===== src/rtl/core_arb_pkg.sv =====
// Shared types and sizing helpers for the multi-core memory arbiter.
package core_arb_pkg;

  typedef enum logic [1:0] {
    IDLE  = 2'd0,
    ISSUE = 2'd1,
    WAIT  = 2'd2,
    DONE  = 2'd3
  } arb_state_t;

  // Index width that stays at least one bit wide so a single-core build still has a grant port.
  function automatic int grant_w(input int n);
    return (n > 1) ? $clog2(n) : 1;
  endfunction

endpackage


===== src/rtl/core_mem_arbiter_if.sv =====
// Single-port memory bus between the arbiter (master) and the memory model (slave).
interface core_mem_arbiter_if #(
  parameter int ADDR_WIDTH = 32,
  parameter int DATA_WIDTH = 32
);
  logic                    req;
  logic [ADDR_WIDTH-1:0]   addr;
  logic [DATA_WIDTH/8-1:0] wb;
  logic [DATA_WIDTH-1:0]   wdata;
  logic [DATA_WIDTH-1:0]   rdata;

  modport master (output req, addr, wb, wdata, input rdata);
  modport slave  (input req, addr, wb, wdata, output rdata);
endinterface


===== src/rtl/core_mem_arbiter_rr_arbiter.sv =====
// Combinational round-robin pick: first requester at or after the pointer, wrapping.
module rr_arbiter
  import core_arb_pkg::*;
#(
  parameter int NUM_CORES = 4,
  parameter int GRANT_W   = grant_w(NUM_CORES)
) (
  input  logic [NUM_CORES-1:0] req_i,
  input  logic [GRANT_W-1:0]   ptr_i,
  output logic [NUM_CORES-1:0] gnt_oh_o,
  output logic [GRANT_W-1:0]   gnt_idx_o,
  output logic                 any_req_o
);

  logic               found;
  logic [GRANT_W-1:0] idx;

  always_comb begin
    gnt_oh_o  = '0;
    gnt_idx_o = '0;
    found     = 1'b0;
    idx       = '0;
    any_req_o = |req_i;
    for (int i = 0; i < NUM_CORES; i++) begin
      idx = GRANT_W'((int'(ptr_i) + i) % NUM_CORES);
      if (!found && req_i[idx]) begin
        found          = 1'b1;
        gnt_oh_o[idx]  = 1'b1;
        gnt_idx_o      = idx;
      end
    end
  end

endmodule


===== src/rtl/core_mem_arbiter.sv =====
// Round-robin sharing of one single-port memory among NUM_CORES stalled cores.
// Optional per-core stall counters are built when CORE_ARB_STATS_EN is defined.
//   state | meaning
//   IDLE  | waiting for any request; winner's fields latched on exit
//   ISSUE | mem_req_o high for this one cycle; latency count loaded
//   WAIT  | counting down memory latency; read data captured at zero
//   DONE  | granted core released for this cycle; pointer advanced
module core_mem_arbiter
  import core_arb_pkg::*;
#(
  parameter int  NUM_CORES   = 4,
  parameter int  ADDR_WIDTH  = 32,
  parameter int  DATA_WIDTH  = 32,
  parameter int  MEM_LATENCY = 1,
  localparam int GRANT_W     = grant_w(NUM_CORES)
) (
  input  logic                                   clock,
  input  logic                                   reset,
  input  logic [NUM_CORES-1:0]                   core_req_i,
  input  logic [NUM_CORES-1:0][ADDR_WIDTH-1:0]   core_addr_i,
  input  logic [NUM_CORES-1:0][DATA_WIDTH/8-1:0] core_wb_i,
  input  logic [NUM_CORES-1:0][DATA_WIDTH-1:0]   core_data_i,
  output logic [NUM_CORES-1:0][DATA_WIDTH-1:0]   core_data_o,
  output logic [NUM_CORES-1:0]                   core_stall_o,
  core_mem_arbiter_if.master                     mem,
  output logic [GRANT_W-1:0]                     grant_o,
  output logic                                   busy_o,
  output logic [NUM_CORES-1:0][31:0]             stat_stall_o
);

  localparam int LAT_W = grant_w(MEM_LATENCY);

  arb_state_t                            state_q, state_d;
  logic [GRANT_W-1:0]                    ptr_q, ptr_d;
  logic [GRANT_W-1:0]                    grant_q, grant_d;
  logic [LAT_W-1:0]                      lat_q, lat_d;
  logic                                  mem_req_q, mem_req_d;
  logic [ADDR_WIDTH-1:0]                 addr_q, addr_d;
  logic [DATA_WIDTH/8-1:0]               wb_q, wb_d;
  logic [DATA_WIDTH-1:0]                 wdata_q, wdata_d;
  logic [NUM_CORES-1:0][DATA_WIDTH-1:0]  cdata_q, cdata_d;

  logic [NUM_CORES-1:0] win_oh;
  logic [GRANT_W-1:0]   win_idx;
  logic                 any_req;
  logic [NUM_CORES-1:0] done_oh;

  rr_arbiter #(
    .NUM_CORES (NUM_CORES),
    .GRANT_W   (GRANT_W)
  ) u_rr (
    .req_i     (core_req_i),
    .ptr_i     (ptr_q),
    .gnt_oh_o  (win_oh),
    .gnt_idx_o (win_idx),
    .any_req_o (any_req)
  );

  always_comb begin
    state_d   = state_q;
    ptr_d     = ptr_q;
    grant_d   = grant_q;
    lat_d     = lat_q;
    mem_req_d = 1'b0;
    addr_d    = addr_q;
    wb_d      = wb_q;
    wdata_d   = wdata_q;
    cdata_d   = cdata_q;
    case (state_q)
      IDLE: begin
        if (any_req) begin
          state_d   = ISSUE;
          grant_d   = win_idx;
          mem_req_d = 1'b1;
          for (int n = 0; n < NUM_CORES; n++) begin
            if (win_oh[n]) begin
              addr_d  = core_addr_i[n];
              wb_d    = core_wb_i[n];
              wdata_d = core_data_i[n];
            end
          end
        end
      end
      ISSUE: begin
        state_d = WAIT;
        lat_d   = LAT_W'(MEM_LATENCY - 1);
      end
      WAIT: begin
        if (lat_q == '0) begin
          state_d = DONE;
          // Writes leave the core's read-data register untouched.
          if (wb_q == '0) cdata_d[grant_q] = mem.rdata;
        end else begin
          lat_d = lat_q - LAT_W'(1);
        end
      end
      DONE: begin
        state_d = IDLE;
        ptr_d   = (int'(grant_q) == NUM_CORES - 1) ? '0 : grant_q + GRANT_W'(1);
      end
      default: state_d = IDLE;
    endcase
  end

  always_ff @(posedge clock) begin
    if (reset) begin
      state_q   <= IDLE;
      ptr_q     <= '0;
      grant_q   <= '0;
      lat_q     <= '0;
      mem_req_q <= 1'b0;
      addr_q    <= '0;
      wb_q      <= '0;
      wdata_q   <= '0;
      cdata_q   <= '0;
    end else begin
      state_q   <= state_d;
      ptr_q     <= ptr_d;
      grant_q   <= grant_d;
      lat_q     <= lat_d;
      mem_req_q <= mem_req_d;
      addr_q    <= addr_d;
      wb_q      <= wb_d;
      wdata_q   <= wdata_d;
      cdata_q   <= cdata_d;
    end
  end

  always_comb begin
    done_oh = '0;
    if (state_q == DONE) done_oh[grant_q] = 1'b1;
  end

  assign core_stall_o = core_req_i & ~done_oh;
  assign core_data_o  = cdata_q;
  assign grant_o      = grant_q;
  assign busy_o       = (state_q != IDLE);
  assign mem.req      = mem_req_q;
  assign mem.addr     = addr_q;
  assign mem.wb       = wb_q;
  assign mem.wdata    = wdata_q;

`ifdef CORE_ARB_STATS_EN
  logic [NUM_CORES-1:0][31:0] stat_q, stat_d;

  always_comb begin
    stat_d = stat_q;
    for (int n = 0; n < NUM_CORES; n++) begin
      if (core_stall_o[n] && stat_q[n] != 32'hFFFF_FFFF) stat_d[n] = stat_q[n] + 32'd1;
    end
  end

  always_ff @(posedge clock) begin
    if (reset) stat_q <= '0;
    else       stat_q <= stat_d;
  end

  assign stat_stall_o = stat_q;
`else
  assign stat_stall_o = '0;
`endif

  // The access completes regardless, but the granted core must hold its request until released.
  a_req_held: assert property (@(posedge clock) disable iff (reset)
    (state_q == ISSUE || state_q == WAIT) |-> core_req_i[grant_q]);

endmodule


===== src/flat_wrapper.sv =====
// flat-port wrapper written by rule: the top's interface ports become plain ports
module core_mem_arbiter_flat import core_arb_pkg::*;
#(
  parameter int  NUM_CORES   = 4,
  parameter int  ADDR_WIDTH  = 32,
  parameter int  DATA_WIDTH  = 32,
  parameter int  MEM_LATENCY = 1,
  localparam int GRANT_W     = grant_w(NUM_CORES)
)
  (clock, reset, core_req_i, core_addr_i, core_wb_i, core_data_i, core_data_o, core_stall_o, grant_o, busy_o, stat_stall_o, mem_req, mem_addr, mem_wb, mem_wdata, mem_rdata);
  core_mem_arbiter_if #(.ADDR_WIDTH(ADDR_WIDTH), .DATA_WIDTH(DATA_WIDTH)) mem_i ();
  input  logic clock;
  input  logic reset;
  input  logic [NUM_CORES-1:0] core_req_i;
  input  logic [NUM_CORES-1:0][ADDR_WIDTH-1:0] core_addr_i;
  input  logic [NUM_CORES-1:0][DATA_WIDTH/8-1:0] core_wb_i;
  input  logic [NUM_CORES-1:0][DATA_WIDTH-1:0] core_data_i;
  output logic [NUM_CORES-1:0][DATA_WIDTH-1:0] core_data_o;
  output logic [NUM_CORES-1:0] core_stall_o;
  output logic [GRANT_W-1:0] grant_o;
  output logic busy_o;
  output logic [NUM_CORES-1:0][31:0] stat_stall_o;
  output wire logic [$bits(mem_i.req)-1:0] mem_req;
  output wire logic [$bits(mem_i.addr)-1:0] mem_addr;
  output wire logic [$bits(mem_i.wb)-1:0] mem_wb;
  output wire logic [$bits(mem_i.wdata)-1:0] mem_wdata;
  input wire logic [$bits(mem_i.rdata)-1:0] mem_rdata;
  assign mem_req = mem_i.req;
  assign mem_addr = mem_i.addr;
  assign mem_wb = mem_i.wb;
  assign mem_wdata = mem_i.wdata;
  assign mem_i.rdata = mem_rdata;
  core_mem_arbiter #(.NUM_CORES(NUM_CORES), .ADDR_WIDTH(ADDR_WIDTH), .DATA_WIDTH(DATA_WIDTH), .MEM_LATENCY(MEM_LATENCY)) u_core (.clock(clock), .reset(reset), .core_req_i(core_req_i), .core_addr_i(core_addr_i), .core_wb_i(core_wb_i), .core_data_i(core_data_i), .core_data_o(core_data_o), .core_stall_o(core_stall_o), .mem(mem_i), .grant_o(grant_o), .busy_o(busy_o), .stat_stall_o(stat_stall_o));
endmodule

===== config.mk =====
export PLATFORM = sky130hd
export DESIGN_NAME = core_mem_arbiter_flat
export DESIGN_NICKNAME = d
export VERILOG_FILES = /design/src/rtl/core_arb_pkg.sv /design/src/rtl/core_mem_arbiter_if.sv /design/src/rtl/core_mem_arbiter_rr_arbiter.sv /design/src/rtl/core_mem_arbiter.sv /design/src/flat_wrapper.sv
export SDC_FILE = /design/constraint.sdc
export NUM_CORES = 1
export LEC_CHECK = 0
export ABC_CLOCK_PERIOD_IN_PS = 5100
export CORE_AREA = 8 8 240 242
export CTS_BUF_LIST = sky130_fd_sc_hd__clkbuf_4 sky130_fd_sc_hd__clkbuf_8 sky130_fd_sc_hd__clkbuf_16
export CTS_CLUSTER_SIZE = 28
export DETAILED_ROUTE_END_ITERATION = 10
export DIE_AREA = 0 0 248 250
export PLACE_DENSITY = 0.52
export SETUP_SLACK_MARGIN = 0.4
export SLEW_MARGIN = 20
export SYNTH_ARGS = -nofsm -noshare
export SYNTH_HDL_FRONTEND = slang
export SYNTH_SLANG_ARGS = --single-unit

===== constraint.sdc =====
create_clock -name clock -period 5.1 [get_ports clock]
set_input_delay 0.51 -clock clock [delete_from_list [all_inputs] [get_ports clock]]
set_output_delay 0.51 -clock clock [all_outputs]
set_load 0.02 [all_outputs]

==> run_results.csv, run 1 <==
group,metric,value,unit
status,status,"completed",
logic_synthesis,netlist_area,10700,um2
critical_path,path_cells,"inv_1, ha_1, or3b_1, a2111oi_2, or2_2, a221oi_1, a41oi_4, buf_4, nor2_1, a311oi_1",
layout,area_delta_synth_final,58.4,%
pwr,leakagePower,6.05,nW
sta,period_minus_slack,4.16,ns
critical_path,cp.required,5.54,ns
global_route,antenna_found_initial,1,
sta,setup_viol,0,
worst_hold_path,hold_path.class,"flop to flop",
logic_synthesis,synth_cell_types,49,
sta,fin_setup_tns,0,ns
floorplanning,rows,85,
clock_tree,numCtsBuffers,26,
clock_tree,cts_tree,"done",
clock_tree,cts_sinks,203,
sta,final_max_slew_viol_count,0,
logic_synthesis,synthCells,1411,
critical_path,r2r_slack,0.94,ns
logic_synthesis,synth_seq_area_share,37.8,%
critical_path,worst_r2r_path_depth,10,
layout,nNetsFinal,2191,
logic_synthesis,syn_avg_cell_area,7.62,um2
logic_synthesis,async_reset_ff_share,0,%
sta,rsz0062_at_grt,"false",
route,drt-total-wl,47.4,mm
sta,finalCritPeriodShare,81.5,%
route,drc,0,
pwr,p_per_area,423,nW/um2
clock_tree,clk_path_buf_depth,3,
critical_path,worstSetupPathType,"flop to flop",
global_route,grt_pass1_vias,11037,
sta,finalHoldViolCount,0,
global_route,grt_util_all_layers,14.1,%
floorplanning,die_y,250,um
pwr,worst_ir_drop_vdd,201,uV
clock_tree,cts_setup_buffers,0,
logic_synthesis,synth-seq-cells,203,
worst_hold_path,holdPathEnd,"u_core.core_data_o[28]$_SDFFE_PP0P_",
critical_path,critPathSlowestCell,"dfxtp_1",
route,first_pass_iters,5,
layout,drive_gt1_share,7.20,%
critical_path,crit_path_start_kind,"flop",
logic_synthesis,synth_edf_count,0,
clock_tree,cts_root_buffer,"clkbuf_16",
critical_path,crit-reg2reg-launch,"u_core.ptr_q[0]$_SDFFE_PP0P_",
clock_tree,cts_max_level,1,
floorplanning,die-area,62000,um2
placed_design,portBuffers,513,
clock_tree,clock_latency,0.55,ns
route,drtAntennaViolNets,0,
critical_path,path_delay_family,"compound AO/OA/AOI/OAI gates",
placed_design,dpl.hpwl,36.8,mm
sta,max_freq,0.241,GHz
critical_path,cp_max_fo,16,
sta,finClkSkew,0.0218,ns
critical_path,rr_endpoint,"u_core.mem.addr[3]$_SDFFE_PP0P_",
sta,whs,0.452,ns
worst_hold_path,min-delay-start,"u_core.core_data_o[28]$_SDFFE_PP0P_",
clock_tree,clk_pin_slew_worst_paths,0.06,ns
flow_run,maxCapViolCount,0,
route,first_iter_violations,469,
critical_path,arrival,4.60,ns
clock_tree,cts_resized,0,
worst_hold_path,hold_depth,2,
floorplanning,core_area,53500,um2
floorplanning,ios,642,
sta,worstMarginPinSlew,0.835,ns
floorplanning,start_util,20.1,%
logic_synthesis,yosys_warnings,0,
global_route,grt_start_max_net_pins,140,
critical_path,cpPeakStageDelay,0.70,ns
logic_synthesis,ys.flop_type,"dfxtp_1",
critical_path,path_buf_inv,2,
sta,maxSlewHeadroom,44.3,%
global_route,grt_pass1_wl,68.7,mm
placed_design,gp_congestion,0.799,
layout,fill_cells,5818,
clock_tree,cts_hold_buf,0,
route,wl_per_cell,18.3,um
route,vias,11075,
global_route,grt_overflow,0,
floorplanning,die_w,248,um
critical_path,critPathCaptureType,"flop",
route,vias_per_cell,4.28,
## metal layers
layer	routed length (um)	share of wire, %	GRT usage [%]	vias to the layer above
met4	1070	2.3	3.21	0
met2	23000	48	24.6	425
met1	18700	39	16.3	5155
met5	0	0	0	-
li1	-	-	-	5441
met3	4710	9.9	5.05	54
## tightest hold or removal path: stages (launching register included)
cell and delay (ns):
dfxtp_1 0.30, nand2_1 0.05, a21oi_1 0.05
## where the power goes
part,internal [mW],switching (mW)
Sequential,1.88,0.179
Clock,1.28,0.732
Combinational,1.35,1.79
Total,4.50,2.70
## metrics by stage
stage | instances | util, % | cell area [um2] | total power, mW | setup slack (ns)
final | 2585 | 31.8 | 17000 | 7.20 | 0.944
after global routing | 2585 | 31.8 | 17000 | 7.60 | 0.589
after CTS | 2584 | 31.8 | 17000 | 7.32 | 0.931
after detailed placement | 2536 | 30.0 | 16100 | 5.25 | 0.975
after global placement | 2536 | 30.0 | 16100 | 5.23 | 1.05
after floorplan | 1538 | - | 11200 | 3.95 | 1.94
## synth_stat cells, drive strengths merged, types with 2 or more instances
cell | instances | share of area (%)
a211oi | 2 | 0.14
a21boi | 4 | 0.28
a21oi | 133 | 6.2
a221oi | 3 | 0.47
a22o | 3 | 0.24
a311oi | 68 | 7.9
a31o | 68 | 5.5
and2 | 2 | 0.14
and3 | 5 | 0.29
buf | 169 | 11
clkbuf | 75 | 2.6
dfxtp | 203 | 38
ha | 13 | 1.5
inv | 8 | 0.28
mux2i | 3 | 0.28
mux4 | 3 | 0.63
nand2 | 470 | 16
nand2b | 2 | 0.12
nand3 | 4 | 0.19
nand3b | 2 | 0.14
nor2 | 78 | 2.7
nor2b | 5 | 0.36
nor4 | 2 | 0.12
o21ai | 70 | 3.3
or3b | 2 | 0.16
## state kept, by name (all words and copies together), names as in the netlist
register	flops
u_core.core_data_o	128
u_core.mem.addr	32
u_core.mem.wdata	32
u_core.mem.wb	4
u_core.grant_o	2
u_core.ptr_q	2
u_core.state_q	2
u_core.mem.req	1
## cell usage in the layout, fill, tap and decap left out, types with 4 or more instances in the layout
cell type and instances:
a21boi_0 4, buf_4 30, and3_1 4, a31o_1 68, conb_1 128, a21oi_1 133, clkbuf_16 26, bufinv_16 4
ha_1 13, o21ai_0 33, inv_1 8, o21ai_1 37, dfxtp_1 203, a311oi_1 28, clkbuf_8 7, nand2_1 470
clkbuf_4 6, nor2_1 78, clkdlybuf4s50_1 512, a311oi_2 40, nor2b_1 4
## cells by family (layout without fill, tap and decap cells)
family	Yosys count	in the layout	synth area share, %
compound gates	361	361	24.8
fa+ha+maj	13	13	1.51
buf+inv	252	602	14.1
flops	203	203	37.8
mux	6	6	0.908
other cells	1	129	0.0349
simple gates	575	575	20.8
## how the worst max path moves through the flow
| stage | startpoint | endpoint | slack [ns] | depth (start not counted) |
|---|---|---|---|---|
| after CTS | u_core.ptr_q[0]$_SDFFE_PP0P_ | u_core.mem.addr[21]$_SDFFE_PP0P_ | 0.93 | 10 |
| after global routing | u_core.ptr_q[0]$_SDFFE_PP0P_ | u_core.mem.addr[3]$_SDFFE_PP0P_ | 0.59 | 10 |
| after floorplan | u_core.ptr_q[0]$_SDFFE_PP0P_ | u_core.mem.wdata[11]$_SDFFE_PP0P_ | 1.94 | 11 |
| final | u_core.ptr_q[0]$_SDFFE_PP0P_ | u_core.mem.addr[3]$_SDFFE_PP0P_ | 0.94 | 10 |
| after detailed placement | u_core.ptr_q[0]$_SDFFE_PP0P_ | u_core.mem.wdata[24]$_SDFFE_PP0P_ | 0.97 | 10 |
| after global placement | u_core.ptr_q[0]$_SDFFE_PP0P_ | u_core.mem.addr[21]$_SDFFE_PP0P_ | 1.05 | 10 |
## layout make-up
type	instances	area [um2]	area share, %
clock inverters	9	160	0.941
clock buffers	39	792	4.65
flip-flops and latches	203	4060	23.9
diodes	1	2.50	0.0147
well taps	696	871	5.11
multi-input cells	1083	5690	33.4
inverters	8	30.0	0.176
repair buffers	546	5420	31.8
(Power assumes the default switching activity.)
==> inputs of run 2 (changes only) <==
--- a/config.mk
+++ b/config.mk
@@ -5,12 +5,12 @@
 export SDC_FILE = /design/constraint.sdc
 export NUM_CORES = 1
 export LEC_CHECK = 0
-export ABC_CLOCK_PERIOD_IN_PS = 5100
-export CORE_AREA = 8 8 240 242
+export ABC_CLOCK_PERIOD_IN_PS = 3690
+export CORE_AREA = 8 8 245 247
 export CTS_BUF_LIST = sky130_fd_sc_hd__clkbuf_4 sky130_fd_sc_hd__clkbuf_8 sky130_fd_sc_hd__clkbuf_16
 export CTS_CLUSTER_SIZE = 28
 export DETAILED_ROUTE_END_ITERATION = 10
-export DIE_AREA = 0 0 248 250
+export DIE_AREA = 0 0 253 255
 export PLACE_DENSITY = 0.52
 export SETUP_SLACK_MARGIN = 0.4
 export SLEW_MARGIN = 20
==> constraint.sdc (replaced) <==
create_clock -name clock -period 3.69 [get_ports clock]
set_input_delay 0.369 -clock clock [delete_from_list [all_inputs] [get_ports clock]]
set_output_delay 0.369 -clock clock [all_outputs]
set_load 0.02 [all_outputs]
==> run 2 against run 1 <==
Compared with the run above:
- die area up 4.1%
- critical path type unchanged
- total power is 40% higher
- maximum frequency increased by 36%
- largest cell class unchanged
- sequential cell count is the same
- critical endpoint is now u_core.mem.wdata[16]$_SDFFE_PP0P_
- setup slack worse by 0.30 ns
- sequential share of layout area fell by 0.44 points
- final cell count rose by 2.9%
- non-clock buffer count grew 19
- first-iteration DRC count increased by 9.4%
- via count increased by 1.0%
- global-route usage is 0.35 points lower
==> run_results.csv, run 2 (same netlist as run 1, synthesis figures left out) <==
group,metric,value,unit
route,first_iter_violations,513,
floorplanning,die_y,255,um
critical_path,cpPeakStageDelay,0.43,ns
critical_path,crit-reg2reg-launch,"u_core.ptr_q[0]$_SDFFE_PP0P_",
global_route,grt_pass1_wl,70.0,mm
global_route,grt_util_all_layers,13.8,%
clock_tree,cts_tree,"done",
status,status,"completed",
global_route,grt_overflow,0,
critical_path,cp.required,4.14,ns
route,drc,0,
global_route,grt_pass1_vias,11221,
worst_hold_path,hold_path.class,"input pin to flop",
critical_path,critPathCaptureType,"flop",
route,vias_per_cell,4.20,
global_route,grt_start_max_net_pins,88,
pwr,combPwrFrac,45.2,%
clock_tree,clk_path_buf_depth,3,
sta,rsz0062_at_grt,"false",
critical_path,cp_max_fo,18,
clock_tree,clk_pin_slew_worst_paths,0.06,ns
layout,fin_util,31.0,%
layout,largest_reg_flops,128,
pwr,p_switching,3.79,mW
pwr,p_sw_share,37.5,%
layout,stdcell_count,2661,
floorplanning,die_w,253,um
clock_tree,cts_root_buffer,"clkbuf_16",
pwr,power_frac_clock,26.8,%
sta,maxSlewHeadroom,49.9,%
clock_tree,cts_max_level,1,
sta,fin_setup_tns,0,ns
pwr,worst_ir_drop_vdd,227,uV
route,vias,11187,
placed_design,dpl.hpwl,38.1,mm
flow_run,maxCapViolCount,0,
route,wl_per_cell,18.3,um
critical_path,arrival,3.50,ns
clock_tree,cts_hold_buf,0,
clock_tree,numCtsBuffers,25,
floorplanning,rows,87,
sta,finalHoldViolCount,0,
sta,setup_viol,0,
layout,final_common_cell,"clkdlybuf4s50_1",
sta,final_max_slew_viol_count,0,
layout,final_cell_mix,"clkdlybuf4s50_1, nand2_1, dfxtp_1",
sta,max_freq,0.328,GHz
route,first_pass_iters,5,
sta,finalCritPeriodShare,82.6,%
placed_design,gp_congestion,0.843,
critical_path,critPathLaunch,"u_core.ptr_q[0]$_SDFFE_PP0P_",
critical_path,critPathSlowestCell,"a2111oi_2",
placed_design,place_inst,2612,
layout,area_delta_synth_final,61.3,%
sta,whs,0.319,ns
floorplanning,die-area,64500,um2
clock_tree,clock_latency,0.53,ns
critical_path,crit_path_start_kind,"flop",
critical_path,path_buf_inv,3,
layout,nNetsFinal,2209,
pwr,seqPwrFrac,28.0,%
sta,worstMarginPinSlew,0.751,ns
pwr,p_int,6.32,mW
placed_design,portBuffers,513,
critical_path,path_cells,"inv_2, ha_4, or3b_1, a2111oi_2, o21ai_1, and3_2, a41oi_4, buf_12, clkbuf_16, nor2_1, a311oi_2",
clock_tree,cts_sinks,203,
floorplanning,start_util,19.2,%
layout,drive_gt1_share,8.14,%
global_route,antenna_found_initial,1,
layout,insertedDiodeCount,0,
worst_hold_path,min-delay-start,"reset",
critical_path,worstSetupPathType,"flop to flop",
pwr,leakagePower,6.16,nW
critical_path,path_delay_family,"compound AO/OA/AOI/OAI gates",
sta,period_minus_slack,3.05,ns
floorplanning,ios,642,
route,drtAntennaViolNets,0,
floorplanning,core_area,56000,um2
pwr,p_per_area,583,nW/um2
route,drt-total-wl,48.8,mm
sta,finClkSkew,0.00573,ns
[run 2: path summary, 6_finish.rpt]
path                                               to  slack (ns)  cells past startpoint
hold reg to reg   u_core.core_data_o[56]$_SDFFE_PP0P_        0.45                      2
setup reg to reg    u_core.mem.wdata[16]$_SDFFE_PP0P_        0.64                     11
hold / removal           u_core.ptr_q[1]$_SDFFE_PP0P_        0.32                      2
setup / recovery    u_core.mem.wdata[16]$_SDFFE_PP0P_        0.64                     11
[run 2: through the flow]
step	instance area, um2	setup WS [ns]	power (mW)
global placement	16300	0.230	7.34
CTS	17300	0.430	10.1
global route	17300	0.441	10.7
finish	17300	0.642	10.1
floorplan	11200	0.530	5.47
detailed placement	16300	0.169	7.37
[run 2: metal layers]
layer	part of all wire (%)	up-vias	track usage, %
met5	0.018	-	0
met1	40	5194	16.0
met2	48	462	23.7
li1	-	5478	-
met3	10	51	5.04
met4	2.1	2	3.58
[run 2: layout make-up]
type                       instances  area [um2]
timing repair buffer             565        5680
multi-input combinational       1083        5700
fill                            6019       38600
clock inverter                    11         170
sequential                       203        4060
clock buffer                      35         751
tap                              756         946
inverter                           8        30.0
[run 2: power by group through the flow]
stage / registers [mW] / logic [mW] / clock network [mW]
after detailed placement: 2.88 / 4.50 / 0
after floorplan: 3.30 / 2.16 / 0
after global placement: 2.87 / 4.47 / 0
after CTS: 2.84 / 4.52 / 2.79
after global routing: 2.88 / 4.94 / 2.89
final: 2.83 / 4.57 / 2.71
[run 2: what timing repair did]
item / 4_1_cts / 5_1_grt
cloned: 0 / 2
pin swaps: 0 / 1
setup endpoints to repair: 22 / 65
hold endpoints to repair: 0 / 0
gates resized for setup: 2 / 4
setup buffers: 0 / 1
==> inputs of run 3 (changes only) <==
--- a/config.mk
+++ b/config.mk
@@ -5,7 +5,7 @@
 export SDC_FILE = /design/constraint.sdc
 export NUM_CORES = 1
 export LEC_CHECK = 0
-export ABC_CLOCK_PERIOD_IN_PS = 3690
+export ABC_CLOCK_PERIOD_IN_PS = 2700
 export CORE_AREA = 8 8 245 247
 export CTS_BUF_LIST = sky130_fd_sc_hd__clkbuf_4 sky130_fd_sc_hd__clkbuf_8 sky130_fd_sc_hd__clkbuf_16
 export CTS_CLUSTER_SIZE = 28
==> constraint.sdc (replaced) <==
create_clock -name clock -period 2.7 [get_ports clock]
set_input_delay 0.27 -clock clock [delete_from_list [all_inputs] [get_ports clock]]
set_output_delay 0.27 -clock clock [all_outputs]
set_load 0.02 [all_outputs]
==> run 3 against run 2 <==
Compared with the run above:
- the run now ends with negative setup slack left
- critical endpoint is now u_core.mem.wdata[11]$_SDFFE_PP0P_
- critical path depth is the same
- clock skew grew 0.0012 ns
- routed wire length grew 5.7%
==> run_results.csv, run 3 (same netlist as run 1, synthesis figures left out) <==
group,metric,value,unit
status,status,"finished, violations left",
status,violations,"negative setup slack",
sta,rsz0062_at_grt,"true",
placed_design,place_ws,-0.478,ns
critical_path,critPathCaptureType,"flop",
sta,period_minus_slack,2.84,ns
floorplanning,die_y,255,um
floorplanning,start_util,19.2,%
sta,finClkSkew,0.00698,ns
floorplanning,die_w,253,um
clock_tree,cts_root_buffer,"clkbuf_16",
sta,worstMarginPinSlew,0.610,ns
sta,max_freq,0.352,GHz
floorplanning,core_area,56000,um2
layout,final_common_cell,"clkdlybuf4s50_1",
critical_path,cpPeakStageDelay,0.33,ns
layout,largest_reg_flops,128,
critical_path,cp.required,3.15,ns
layout,multi_input_area,5750,um2
flow_run,maxCapViolCount,0,
sta,maxSlewHeadroom,59.3,%
sta,finalHoldViolCount,0,
pwr,leakagePower,6.56,nW
placed_design,place_inst,2667,
placed_design,portBuffers,513,
layout,nNetsFinal,2267,
clock_tree,cts_max_level,1,
clock_tree,clk_pin_slew_worst_paths,0.06,ns
sta,finalCritPeriodShare,105,%
clock_tree,numCtsBuffers,26,
floorplanning,rows,87,
sta,final_max_slew_viol_count,0,
layout,area_delta_synth_final,68.3,%
layout,fill_cells,5946,
pwr,p_per_area,803,nW/um2
clock_tree,clk_path_buf_depth,3,
sta,worst_slack,-0.140,ns
global_route,grt_overflow,0,
global_route,grt_pass1_wl,73.3,mm
placed_design,gp_congestion,0.881,
global_route,grt_start_max_net_pins,69,
clock_tree,clock_latency,0.54,ns
route,first_pass_iters,4,
route,drc,0,
layout,drive_gt1_share,11.6,%
floorplanning,ios,642,
sta,setup_viol,68,
clock_tree,cts_hold_buf,0,
critical_path,worstSetupPathType,"flop to flop",
global_route,grt_pass1_vias,11509,
floorplanning,die-area,64500,um2
critical_path,arrival,3.29,ns
critical_path,crit_path_start_kind,"flop",
route,drt-total-wl,51.6,mm
layout,finalInstanceArea,18100,um2
placed_design,dpl.hpwl,40.7,mm
layout,insertedDiodeCount,0,
sta,whs,0.251,ns
route,vias,11532,
global_route,grt_util_all_layers,14.6,%
route,vias_per_cell,4.24,
layout,final_cell_mix,"clkdlybuf4s50_1, nand2_1, dfxtp_1",
layout,stdcell_count,2720,
clock_tree,cts_tree,"done",
critical_path,critPathSlowestCell,"dfxtp_2",
layout,seq_area,4070,um2
layout,fin_util,32.3,%
route,first_iter_violations,569,
placed_design,dpl_cell_area,17000,um2
critical_path,path_cells,"inv_1, ha_4, mux4_2, nor2b_4, a22o_1, a221oi_4, buf_12, buf_4, o21ai_0, a31o_1, a311oi_2",
clock_tree,cts_sinks,203,
global_route,antenna_found_initial,1,
route,wl_per_cell,19.0,um
pwr,worst_ir_drop_vdd,407,uV
worst_hold_path,hold_path.class,"input pin to flop",
route,drtAntennaViolNets,0,
critical_path,cp_max_fo,21,
## run 3: metrics by stage
step           TNS (ns)  power (mW)
2_1_floorplan     -2.46        7.66
3_3_place_gp     -22.41        10.5
3_5_place_dp     -29.20        10.5
4_1_cts           -6.89        14.7
5_1_grt          -15.39        15.3
6_report          -5.96        14.5
## run 3: worst max-delay path, delay by kind of cell, from the launching register on
kind,cells,cell delay (ns)
multiplexers,1,0.33
AND/OR/NAND/NOR,1,0.15
buffers and inverters,3,0.49
AO/OA/AOI/OAI,5,1.10
adder cells (fa/ha/maj),1,0.32
flip-flops,1,0.33
## run 3: path summary, 6_finish.rpt
path,from,end,slack (ns),cells after the start
setup / recovery,u_core.ptr_q[1]$_SDFFE_PP0P_,u_core.mem.wdata[11]$_SDFFE_PP0P_,-0.14,11
hold / removal,reset,u_core.ptr_q[0]$_SDFFE_PP0P_,0.25,2
setup reg to reg,u_core.ptr_q[1]$_SDFFE_PP0P_,u_core.mem.wdata[11]$_SDFFE_PP0P_,-0.14,11
hold reg to reg,u_core.core_data_o[34]$_SDFFE_PP0P_,u_core.core_data_o[34]$_SDFFE_PP0P_,0.45,2
## run 3: power by group
part | total [mW] | internal [mW] | switching [mW]
registers | 3.88 | 3.54 | 0.341
clock network | 4.00 | 2.59 | 1.41
logic | 6.64 | 3.06 | 3.58
total | 14.5 | 9.19 | 5.33
## run 3: timing repair
action,4_1_cts,5_1_grt
pin swaps,0,1
setup endpoints to repair,72,71
buffers inserted,2,2
gates resized for setup,15,16
cloned,0,1
## run 3: metal layers
metal | vias to the layer above | GRT usage (%) | wire length, um
li1 | 5604 | - | -
met1 | 5394 | 16.9 | 20700
met2 | 475 | 24.9 | 24500
met3 | 57 | 5.33 | 5060
met4 | 2 | 4.16 | 1340
met5 | - | 0 | 13
## run 3: layout make-up
cell class	instances	share of cell area [%]
clock inverter	15	1.46
clock buffer	33	4.05
timing repair buffer	622	34.8
inverter	8	0.194
multi-input combinational	1083	31.8
sequential	203	22.5
tap	756	5.23
